[src/rtl/sent_tx_crc_sched_if.sv]
// Request/grant/result bundle between the SENT transmitter front end and the
// shared CRC scheduler. The master is the requesting side; the slave is the
// scheduler.
interface sent_tx_crc_sched_if;
    logic        fast_req;
    logic [1:0]  fast_len;
    logic [23:0] fast_data;
    logic        ser_req;
    logic        ser_enh;
    logic [23:0] ser_data;
    logic        fast_ack;
    logic        ser_ack;
    logic        fast_done;
    logic        ser_done;
    logic [3:0]  fast_crc;
    logic [5:0]  ser_crc;
    logic        busy;

    modport master (
        output fast_req, fast_len, fast_data,
        output ser_req, ser_enh, ser_data,
        input  fast_ack, ser_ack, fast_done, ser_done,
        input  fast_crc, ser_crc, busy
    );

    modport slave (
        input  fast_req, fast_len, fast_data,
        input  ser_req, ser_enh, ser_data,
        output fast_ack, ser_ack, fast_done, ser_done,
        output fast_crc, ser_crc, busy
    );
endinterface

[src/rtl/sent_tx_crc_sched.sv]
// Shared bit-serial CRC engine for a SENT transmitter. Fast-channel frames
// (CRC4 over 3, 4 or 6 nibbles) and serial messages (CRC4 short, CRC6
// enhanced) compete for one engine; contention is resolved round-robin.
// Each job: grant in IDLE, one bit per SHIFT cycle (data MSB first, then
// W zero bits of augmentation), result published in DONE.
module sent_tx_crc_sched (
    input logic               clk,
    input logic               reset,
    sent_tx_crc_sched_if.slave bus
);

    typedef enum logic [1:0] {
        IDLE  = 2'd0,
        SHIFT = 2'd1,
        DONE  = 2'd2
    } state_t;

    localparam logic [5:0] SEED4 = 6'b000101;
    localparam logic [5:0] SEED6 = 6'b010101;
    localparam logic [3:0] POLY4 = 4'b1101;
    localparam logic [5:0] POLY6 = 6'b011001;

    state_t      state;
    logic [4:0]  step_cnt;
    logic [5:0]  crc_reg;
    logic [29:0] bit_stream;
    logic        owner_ser;
    logic        mode_crc6;
    logic        last_grant_ser;
    logic        fast_done_q;
    logic        ser_done_q;
    logic        busy_q;
    logic [3:0]  fast_crc_q;
    logic [5:0]  ser_crc_q;

    logic        grant_fast;
    logic        grant_ser;
    logic [5:0]  crc_next;
    logic [4:0]  fast_steps;
    logic [29:0] fast_stream;

    // Grant decision, only in IDLE and never while reset is asserted; the ack is
    // taken straight from this so the requester sees it in the grant cycle.
    always_comb begin
        grant_fast = 1'b0;
        grant_ser  = 1'b0;
        if (state == IDLE && !reset) begin
            if (bus.fast_req && (!bus.ser_req || last_grant_ser)) begin
                grant_fast = 1'b1;
            end else if (bus.ser_req) begin
                grant_ser = 1'b1;
            end
        end
    end

    // Fast-frame length decode: step count and left-aligned bit stream (reserved length acts as 6 nibbles).
    always_comb begin
        case (bus.fast_len)
            2'b00: begin
                fast_steps  = 5'd16;
                fast_stream = {bus.fast_data[11:0], 18'd0};
            end
            2'b01: begin
                fast_steps  = 5'd20;
                fast_stream = {bus.fast_data[15:0], 14'd0};
            end
            default: begin
                fast_steps  = 5'd28;
                fast_stream = {bus.fast_data[23:0], 6'd0};
            end
        endcase
    end

    // One CRC engine step: shift in the next stream bit, fold the polynomial back in when the old MSB was set.
    always_comb begin
        crc_next = 6'd0;
        if (mode_crc6) begin
            crc_next = {crc_reg[4:0], bit_stream[29]};
            if (crc_reg[5]) begin
                crc_next = crc_next ^ POLY6;
            end
        end else begin
            crc_next[3:0] = {crc_reg[2:0], bit_stream[29]};
            if (crc_reg[3]) begin
                crc_next[3:0] = crc_next[3:0] ^ POLY4;
            end
        end
    end

    // Scheduler FSM with registered results; the final SHIFT step writes the owner's result so it is valid during DONE.
    always_ff @(posedge clk) begin
        if (reset) begin
            state          <= IDLE;
            step_cnt       <= 5'd0;
            crc_reg        <= 6'd0;
            bit_stream     <= 30'd0;
            owner_ser      <= 1'b0;
            mode_crc6      <= 1'b0;
            last_grant_ser <= 1'b1;
            fast_done_q    <= 1'b0;
            ser_done_q     <= 1'b0;
            busy_q         <= 1'b0;
            fast_crc_q     <= 4'd0;
            ser_crc_q      <= 6'd0;
        end else begin
            fast_done_q <= 1'b0;
            ser_done_q  <= 1'b0;
            case (state)
                IDLE: begin
                    if (grant_fast) begin
                        owner_ser      <= 1'b0;
                        mode_crc6      <= 1'b0;
                        last_grant_ser <= 1'b0;
                        crc_reg        <= SEED4;
                        step_cnt       <= fast_steps;
                        bit_stream     <= fast_stream;
                        busy_q         <= 1'b1;
                        state          <= SHIFT;
                    end else if (grant_ser) begin
                        owner_ser      <= 1'b1;
                        last_grant_ser <= 1'b1;
                        busy_q         <= 1'b1;
                        state          <= SHIFT;
                        if (bus.ser_enh) begin
                            mode_crc6  <= 1'b1;
                            crc_reg    <= SEED6;
                            step_cnt   <= 5'd30;
                            bit_stream <= {bus.ser_data, 6'd0};
                        end else begin
                            mode_crc6  <= 1'b0;
                            crc_reg    <= SEED4;
                            step_cnt   <= 5'd12;
                            bit_stream <= {bus.ser_data[7:0], 22'd0};
                        end
                    end
                end
                SHIFT: begin
                    crc_reg    <= crc_next;
                    bit_stream <= {bit_stream[28:0], 1'b0};
                    step_cnt   <= step_cnt - 5'd1;
                    if (step_cnt == 5'd1) begin
                        state <= DONE;
                        if (owner_ser) begin
                            ser_done_q <= 1'b1;
                            ser_crc_q  <= mode_crc6 ? crc_next : {2'b00, crc_next[3:0]};
                        end else begin
                            fast_done_q <= 1'b1;
                            fast_crc_q  <= crc_next[3:0];
                        end
                    end
                end
                DONE: begin
                    state  <= IDLE;
                    busy_q <= 1'b0;
                end
                default: begin
                    state  <= IDLE;
                    busy_q <= 1'b0;
                end
            endcase
        end
    end

    assign bus.fast_ack  = grant_fast;
    assign bus.ser_ack   = grant_ser;
    assign bus.fast_done = fast_done_q;
    assign bus.ser_done  = ser_done_q;
    assign bus.fast_crc  = fast_crc_q;
    assign bus.ser_crc   = ser_crc_q;
    assign bus.busy      = busy_q;

endmodule

[src/flat_wrapper.sv]
// flat-port wrapper written by rule: the top's interface ports become plain ports
module sent_tx_crc_sched_flat 
  (clk, reset, bus_fast_req, bus_fast_len, bus_fast_data, bus_ser_req, bus_ser_enh, bus_ser_data, bus_fast_ack, bus_ser_ack, bus_fast_done, bus_ser_done, bus_fast_crc, bus_ser_crc, bus_busy);
  sent_tx_crc_sched_if bus_i ();
  input logic clk;
  input logic reset;
  input wire logic [$bits(bus_i.fast_req)-1:0] bus_fast_req;
  input wire logic [$bits(bus_i.fast_len)-1:0] bus_fast_len;
  input wire logic [$bits(bus_i.fast_data)-1:0] bus_fast_data;
  input wire logic [$bits(bus_i.ser_req)-1:0] bus_ser_req;
  input wire logic [$bits(bus_i.ser_enh)-1:0] bus_ser_enh;
  input wire logic [$bits(bus_i.ser_data)-1:0] bus_ser_data;
  output wire logic [$bits(bus_i.fast_ack)-1:0] bus_fast_ack;
  output wire logic [$bits(bus_i.ser_ack)-1:0] bus_ser_ack;
  output wire logic [$bits(bus_i.fast_done)-1:0] bus_fast_done;
  output wire logic [$bits(bus_i.ser_done)-1:0] bus_ser_done;
  output wire logic [$bits(bus_i.fast_crc)-1:0] bus_fast_crc;
  output wire logic [$bits(bus_i.ser_crc)-1:0] bus_ser_crc;
  output wire logic [$bits(bus_i.busy)-1:0] bus_busy;
  assign bus_i.fast_req = bus_fast_req;
  assign bus_i.fast_len = bus_fast_len;
  assign bus_i.fast_data = bus_fast_data;
  assign bus_i.ser_req = bus_ser_req;
  assign bus_i.ser_enh = bus_ser_enh;
  assign bus_i.ser_data = bus_ser_data;
  assign bus_fast_ack = bus_i.fast_ack;
  assign bus_ser_ack = bus_i.ser_ack;
  assign bus_fast_done = bus_i.fast_done;
  assign bus_ser_done = bus_i.ser_done;
  assign bus_fast_crc = bus_i.fast_crc;
  assign bus_ser_crc = bus_i.ser_crc;
  assign bus_busy = bus_i.busy;
  sent_tx_crc_sched u_core (.clk(clk), .reset(reset), .bus(bus_i));
endmodule
[config.mk]
export PLATFORM = sky130hd
export DESIGN_NAME = sent_tx_crc_sched_flat
export DESIGN_NICKNAME = d
export VERILOG_FILES = /design/src/rtl/sent_tx_crc_sched_if.sv /design/src/rtl/sent_tx_crc_sched.sv /design/src/flat_wrapper.sv
export SDC_FILE = /design/constraint.sdc
export NUM_CORES = 1
export LEC_CHECK = 0
export ABC_CLOCK_PERIOD_IN_PS = 3900
export BUFFER_PORTS_ARGS = -buffer_cell sky130_fd_sc_hd__buf_2
export CAP_MARGIN = 10
export CORE_ASPECT_RATIO = 1.4
export CORE_MARGIN = 1
export CORE_UTILIZATION = 33
export DETAILED_ROUTE_END_ITERATION = 16
export SLEW_MARGIN = 30
export SYNTH_ARGS = -nofsm -noshare
export SYNTH_HDL_FRONTEND = slang
export SYNTH_SLANG_ARGS = --single-unit
[constraint.sdc]
create_clock -name clk -period 3.9 [get_ports clk]
set_input_delay 0.195 -clock clk [delete_from_list [all_inputs] [get_ports clk]]
set_output_delay 0.195 -clock clk [all_outputs]
set_load 0.03 [all_outputs]
==> summary.md, run 1 <==
| Metric | Value |
|---|---|
| Outcome | `complete, no violations` |
| Layout Cells excl Fill | `around 490` |
| Post-synth ARST share | `0` |
| FMAX | `between 0.4 and 0.5 GHz` |
| DR vias | `between 2000 and 3000` |
| Pwr/cell area | `about 410 nW/um^2` |
| Final hold violations | `0` |
| Crit path launch type | `flop` |
| Register area share after synthesis | `0.3510` |
| Worst slew pin tran | `0.8919 ns` |
| Number of distinct library cells after synthesis | `57` |
| Most common cell after layout, fill and taps aside | `buf_2` |
| Period utilisation layout | `0.6355` |
| Clk Latency, worst-skew pair | `0.29 ns` |
| Final HPWL DP | `between 6 and 7 mm` |
| RR Startpoint | `u_core.state[0]` |
| Fin area | `3516 sq um` |
| Worst setup path startpoint | `u_core.state[0]` |
| TritonCTS Buffers | `5` |
| Most frequent cells in the layout | `buf_2, dfxtp_1, nor2_1, nand2_1, mux2i_1` |
| Placed cell count | `481` |
| Cell Chain, Critical Path | `nor3_4, nand3_2, inv_2, buf_2` |
| Synth Flop Type | `dfxtp_1` |
| Pins Over Slew Limit | `0` |
| Max Buffers Root-to-Sink | `2` |
| Reg power frac | `0.438` |
| DR vias/cell | `around 5.6` |
| Post-CTS setup buffers | `0` |
| EDFF count, synth | `0` |
| Layout area overhead | `16.31%` |
| CTS root buf | `clkbuf_16` |
| ANT nets after route | `0` |
| # diodes | `0` |
| Minimum clock period | `2.479 ns` |
| GPL Wtd Cong | `between 0.8 and 0.9` |
| DRT iter0 DRCs | `141` |
| RSZ-0062 raised after global routing | `no` |
| GRT Overall Usage | `0.1846` |
| Leakage power total | `1.385 nW` |
| Int Pwr | `~1 mW` |
| CP Data Required Time | `3.70 ns` |
| Number of cell rows | `41` |
| Sw Pwr | `0.4158 mW` |
| Number of synthesis warnings | `0` |
| CTS tree | `built` |
| Mapped Area | `3023 sq um` |
| Total Routed Length | `slightly below 9 mm` |
| Layout cells sized above 1 | `0.2940` |
| Final setup TNS | `0 ns` |
| Global-route wire length before repair | `between 10 and 15 mm` |
| Initial Util | `0.3367` |
| H-tree depth | `2` |
| Arrival time worst endpoint | `~2.3 ns` |
| Final nets | `438` |
| Slowest stage delay, CP | `around 0.52 ns` |
| Clk sink count | `53` |
| Worst R2R End | `u_core.bus.ser_crc[4]` |
| Max-Slew Margin vs Limit | `0.4038` |
| First-pass DRT Iterations | `4` |
| DP Area | `between 3000 and 4000 sq um` |
| Worst Hold Depth | `3` |
| Reg2Reg Depth | `5` |
| CP endpoint | `bus_fast_ack` |
| Reg2Reg Setup Slack | `1.48 ns` |
| Hold Crit Class | `input pin to flop` |
| Setup Skew | `0.006751 ns` |
| Kind of critical path | `flop to output pin` |
| Clock power share | `0.345` |
| DIE HEIGHT | `115.2 um` |
| # Max-Cap Violations | `0` |
| Vias in the first global route | `2687` |
| Logic pwr share | `0.217` |
| DRC violations left | `0` |
| Switch share | `0.2909` |
| Largest net degree at the start of global routing | `52` |
| Max FFs per register | `24` |
| Die Wd | `82.89 um` |
| IO Pins | `70` |
| Peak supply drop | `approximately 0.00021 V` |
| PortBufs | `69` |
| Worst hold slack | `approximately 0.15 ns` |
| Crit path max-delay cell type | `nor3_4` |
| Routed length per instance | `17.93 um` |
| Synth Register Bits | `53` |
| Total power draw | `about 1.4 mW` |
| Crit path max fanout | `23` |
| CP Capture Type | `output pin` |
| Post_cts resized | `0` |
| Hold_buf cts | `0` |
| Initial antenna violation count | `0` |
| Core area | `8977 sq um` |
| Cells after Synth | `~340` |
| Clk pin slew, worst setup/hold paths | `0.07 ns` |
| Grt ovf | `0` |
| Die area | `~9600 sq um` |
| Net Count, Synth | `392` |
| Mean Syn Cell Area | `9.024 sq um` |
| Final setup viols | `0` |
## final cells by class
type / instances / area, sq um
multi-input cells: 244 / 1779
flip-flops and latches: 53 / 1061
clock inverters: 2 / 35.03
well taps: 107 / 133.9
clock buffers: 5 / 125.1
inverters: 7 / 26.28
repair buffers: 70 / 355.3
fillers: 915 / 5461
## power groups by stage
stage          logic (mW)  registers [mW]  clock network, mW
3_3_place_gp        0.307           0.636                  0
3_5_place_dp        0.311           0.638                  0
4_1_cts             0.312           0.625              0.507
5_1_grt             0.341           0.632              0.530
6_report            0.310           0.626              0.493
2_1_floorplan       0.229           0.631                  0
## worst min-delay path by stage
| stage | from | end |
|---|---|---|
| CTS | bus_ser_data[13] | u_core.bit_stream[19] |
| floorplan | bus_ser_data[12] | u_core.bit_stream[18] |
| finish | bus_ser_data[13] | u_core.bit_stream[19] |
| global route | bus_ser_data[12] | u_core.bit_stream[18] |
| detailed placement | u_core.bus.ser_crc[5] | u_core.bus.ser_crc[5] |
| global placement | u_core.bus.busy | u_core.bus.busy |
## through the flow
step / utilization / worst slack, ns
final: 0.3916 / 1.422
after global routing: 0.3916 / 1.290
after floorplan: - / 2.340
after detailed placement: 0.3735 / 1.303
after global placement: 0.3735 / 1.349
after CTS: 0.3914 / 1.444
## worst max-delay path, delay by kind of cell (launching register included)
family	cells	cell delay (ns)
and+or+nand+nor	2	0.86
buffers and inverters	2	0.71
DFF	1	0.42
## layer usage
metal,up-vias,share of wire,global-route usage
met3,15,0.044,0.03374
met1,1286,0.42,0.2071
met5,-,0,0
met4,0,0.024,0.06322
li1,1359,-,-
met2,86,0.51,0.3492
## synth_stat cells, types with 2 or more instances
cell type / number / area (sq um)
a2111oi_0: 2 / 17.52
a211oi_1: 10 / 75.07
a211oi_2: 6 / 75.07
a21oi_1: 12 / 60.06
a221oi_1: 5 / 43.79
a221oi_2: 5 / 75.07
a222oi_1: 2 / 20.02
a22o_1: 2 / 17.52
a22oi_1: 4 / 30.03
a31oi_1: 2 / 12.51
a32o_1: 8 / 80.08
buf_1: 4 / 15.01
buf_2: 7 / 35.03
buf_4: 3 / 22.52
buf_6: 3 / 33.78
clkbuf_1: 14 / 52.55
dfxtp_1: 53 / 1061
ha_1: 2 / 25.02
inv_1: 5 / 18.77
mux2_2: 10 / 112.6
mux2i_1: 19 / 190.2
nand2_1: 20 / 75.07
nand2b_1: 2 / 12.51
nand3_1: 8 / 40.04
nand3_2: 2 / 20.02
nor2_1: 39 / 146.4
nor2b_1: 11 / 68.82
nor3_1: 13 / 65.06
o2111ai_1: 8 / 70.07
o21ai_0: 11 / 55.05
o21ba_2: 2 / 20.02
o221ai_1: 8 / 70.07
o22ai_1: 3 / 18.77
o41ai_1: 3 / 26.28
or2_2: 2 / 12.51
xnor2_1: 4 / 35.03
## cell families (layout without fill, tap and decap cells)
kind of cell | Yosys count | count (layout) | synth area share
muxes | 29 | 29 | 0.1002
adders and majority gates | 2 | 2 | 0.008277
DFF | 53 | 53 | 0.3510
AOI/OAI and AO/OA | 102 | 102 | 0.2881
xor gates and xnor gates | 4 | 4 | 0.01159
and+or+nand+nor | 107 | 107 | 0.1796
buffers and inverters | 38 | 84 | 0.06125
Note: power is estimated with default switching activity, not from simulation.
==> run 2, diff against run 1 <==
--- a/config.mk
+++ b/config.mk
@@ -5,7 +5,8 @@
 export SDC_FILE = /design/constraint.sdc
 export NUM_CORES = 1
 export LEC_CHECK = 0
-export ABC_CLOCK_PERIOD_IN_PS = 3900
+export ABC_AREA = 1
+export ABC_CLOCK_PERIOD_IN_PS = 2500
 export BUFFER_PORTS_ARGS = -buffer_cell sky130_fd_sc_hd__buf_2
 export CAP_MARGIN = 10
 export CORE_ASPECT_RATIO = 1.4
==> constraint.sdc (replaced) <==
create_clock -name clk -period 2.5 [get_ports clk]
set_input_delay 0.125 -clock clk [delete_from_list [all_inputs] [get_ports clk]]
set_output_delay 0.125 -clock clk [all_outputs]
set_load 0.03 [all_outputs]
==> run 2 against run 1 <==
Against the previous run:
- global-route usage is 1.2 points higher
- critical endpoint is now u_core.bit_stream[14]
- largest cell class unchanged
- highest routed layer unchanged
- total power is 57% higher
- area after synthesis is 1.9% lower
- worst hold slack worse by 0.0065 ns
- via count is 17% higher
- largest power group unchanged
- utilization is 1.4 points higher
- sequential power is 57% higher
- flip-flop and latch count stayed put
- routed wire length is 1.1% higher
- clock-buffer cell count is 1 higher
- critical path depth is 6 higher
- cell area is 0.18% lower
==> summary.md, run 2 <==
| Metric | Value |
|---|---|
| CP Data Required Time | `2.69 ns (-1.01 ns)` |
| Int Pwr | `1.501 mW (+48%)` |
| EDFF count, synth | `0 (unchanged)` |
| Post-synth top cells | `nand2_1, nor2_1, dfxtp_1, o21ai_0, inv_1` |
| Outcome | `complete, no violations` |
| CTS tree | `built` |
| Cells after Synth | `486 (+45%)` |
| RR Startpoint | `u_core.state[1]` |
| Most common cell after layout, fill and taps aside | `nand2_1` |
| Clk Latency, worst-skew pair | `0.29 ns (about the same)` |
| Peak supply drop | `0.0003439 V (+64%)` |
| ANT nets after route | `0 (unchanged)` |
| Reg2Reg Setup Slack | `0.60 ns (-0.88 ns)` |
| Post-Place Worst Slack | `0.6044 ns (-0.6991 ns)` |
| Die Wd | `82.12 um (-0.93%)` |
| Max FFs per register | `24 (unchanged)` |
| Layout cells sized above 1 | `0.1743 (-0.1197)` |
| Post-CTS setup buffers | `0 (unchanged)` |
| Layout Cells excl Fill | `650 (+33%)` |
| Clk pin slew, worst setup/hold paths | `0.07 ns (about the same)` |
| First-pass DRT Iterations | `4 (unchanged)` |
| Synth area leaders | `dfxtp_1, nand2_1, nor2_1, o21ai_0, nand3_1` |
| Top-area cell type share of the netlist area | `0.3578 (+0.006813)` |
| Final setup TNS | `0 ns (unchanged)` |
| Net Count, Synth | `543 (+39%)` |
| Worst R2R End | `u_core.bit_stream[14]` |
| Worst Hold Depth | `5 (+2)` |
| Hold_buf cts | `0 (unchanged)` |
| Synth Register Bits | `53 (unchanged)` |
| IO Pins | `70 (unchanged)` |
| Final setup viols | `0 (unchanged)` |
| CP endpoint | `u_core.bit_stream[14]` |
| Most frequent cell after synthesis | `nand2_1` |
| Vias in the first global route | `3076 (+14%)` |
| Crit path max fanout | `33 (+43%)` |
| # diodes | `0 (unchanged)` |
| Total Routed Length | `8.847 mm (+1.1%)` |
| PortBufs | `69 (unchanged)` |
| Max Buffers Root-to-Sink | `2 (unchanged)` |
| Post_cts resized | `0 (unchanged)` |
| Largest net degree at the start of global routing | `34 (-35%)` |
| Clk sink count | `53 (unchanged)` |
| Layout area overhead | `18.35%` |
| DRT iter0 DRCs | `219 (+55%)` |
| Mean Syn Cell Area | `6.102 sq um (-32%)` |
| Worst Slack Setup Final | `0.6049 ns (-0.8166 ns)` |
| Logic pwr share | `0.256 (+0.039)` |
| Kind of critical path | `flop to flop` |
| Number of cell rows | `40 (-2.4%)` |
| Reg power frac | `0.440 (+0.002)` |
| DIE HEIGHT | `114.2 um (-0.94%)` |
| Hold Crit Class | `input pin to flop` |
| Period utilisation layout | `0.7580` |
| Core area | `8658 sq um (-3.6%)` |
| Max-Slew Margin vs Limit | `0.6227 (+0.2189)` |
| Number of distinct library cells after synthesis | `28 (-51%)` |
| GPL Wtd Cong | `0.8943 (+4.8%)` |
| Pins Over Slew Limit | `0 (unchanged)` |
| DR vias | `3206 (+17%)` |
| Arrival time worst endpoint | `2.08 ns (-0.20 ns)` |
| Total power draw | `2.239 mW (+57%)` |
| Final hold violations | `0 (unchanged)` |
| Setup Skew | `0.009208 ns (+0.002456 ns)` |
| Die area | `9374 sq um (-1.9%)` |
| Post-synth ARST share | `0 (unchanged)` |
| DRC violations left | `0 (unchanged)` |
| Most frequent cells in the layout | `nand2_1, buf_2, nor2_1, dfxtp_1, o21ai_0` |
| Sw Pwr | `0.7383 mW (+78%)` |
| Synth Flop Type | `dfxtp_1` |
| RSZ-0062 raised after global routing | `no` |
| Leakage power total | `1.718 nW (+24%)` |
| Worst hold slack | `0.1473 ns (-0.006501 ns)` |
| Initial antenna violation count | `0 (unchanged)` |
| Initial Util | `0.3425 (+0.005761)` |
| Mapped Area | `2965 sq um (-1.9%)` |
| Reg2Reg Depth | `10 (+5)` |
| Number of synthesis warnings | `0 (unchanged)` |
| Worst slew pin tran | `0.5652 ns (-0.3267 ns)` |
| Final HPWL DP | `6.401 mm (+0.61%)` |
| CP Capture Type | `flop` |
| Placed cell count | `642 (+33%)` |
| Final nets | `601 (+37%)` |
| GRT Overall Usage | `0.1964 (+0.01184)` |
| CTS root buf | `clkbuf_16` |
| Clock power share | `0.304 (-0.041)` |
| Area leader, netlist | `dfxtp_1` |
| TritonCTS Buffers | `5 (unchanged)` |
| FMAX | `roughly 0.53 GHz` |
| Worst setup path startpoint | `u_core.state[1]` |
| # Max-Cap Violations | `0 (unchanged)` |
| Grt ovf | `0 (unchanged)` |
| Minimum clock period | `1.895 ns` |
| Global-route wire length before repair | `14.18 mm (+2.0%)` |
| Switch share | `0.3297 (+0.03879)` |
| H-tree depth | `2 (unchanged)` |
| Pwr/cell area | `638.0 nW/um^2 (+57%)` |
| Crit path launch type | `flop` |
| Routed length per instance | `13.61 um (-24%)` |
| Register area share after synthesis | `0.3578 (+0.006813)` |
| DR vias/cell | `4.932 (-12%)` |
==> run 2: kinds of logic (layout without fill, tap and decap cells) <==
logic type / Yosys count / count (layout) / share of synthesized area
adder cells (fa/ha/maj): 2 / 2 / 0.008437
AO/OA/AOI/OAI: 84 / 84 / 0.1494
XOR/XNOR: 6 / 6 / 0.01772
buffers and inverters: 58 / 117 / 0.08396
flip-flops: 53 / 53 / 0.3578
AND/OR/NAND/NOR: 283 / 283 / 0.3827
==> run 2: how the worst min path moves through the flow <==
stage | start | end | slack, ns
2_1_floorplan | reset | u_core.bus.ser_crc[4] | 0.31
4_1_cts | bus_ser_data[14] | u_core.bit_stream[20] | 0.15
5_1_grt | bus_ser_data[14] | u_core.bit_stream[20] | 0.19
3_3_place_gp | bus_ser_data[12] | u_core.bit_stream[18] | 0.44
3_5_place_dp | u_core.owner_ser | u_core.bus.fast_done | 0.44
6_report | bus_ser_data[14] | u_core.bit_stream[20] | 0.15
==> run 2: power groups by stage <==
stage	sequential, mW	combinational, mW	clock, mW
floorplan	0.998	0.409	0
global placement	1.00	0.561	0
detailed placement	1.00	0.567	0
CTS	0.984	0.571	0.694
global route	0.994	0.648	0.736
finish	0.985	0.573	0.682
==> run 2: per-stage QoR <==
| stage | util | area [sq um] |
|---|---|---|
| 2_1_floorplan | - | 2965 |
| 3_3_place_gp | 0.3887 | 3366 |
| 3_5_place_dp | 0.3887 | 3366 |
| 4_1_cts | 0.4053 | 3510 |
| 5_1_grt | 0.4053 | 3510 |
| 6_report | 0.4053 | 3510 |
==> run 2: area by class of cell <==
type | instances | area, sq um
clock inverter | 2 | 15.01
inverter | 34 | 127.6
multi-input combinational | 375 | 1655
clock buffer | 6 | 128.9
sequential | 53 | 1061
tap | 105 | 131.4
timing repair buffer | 75 | 390.4
fill | 972 | 5149
==> run 2: critical path, stage by stage (launching register included) <==
cell and delay (ns):
dfxtp_1 0.34, inv_2 0.08, nand2_1 0.06, nor2_2 0.11, nand2_2 0.24, nand3_1 0.18, nand2_2 0.07, inv_2 0.42
nand2_1 0.11, nor2_1 0.12, nor2_1 0.05
==> run 2: layer usage <==
layer	vias to the layer above	share of wire	wire length (um)	GRT usage
met5	-	0	0	0
met4	0	0.039	346	0.1006
met3	18	0.047	414	0.02709
met2	93	0.48	4269	0.3388
met1	1443	0.43	3817	0.2305
li1	1652	-	-	-
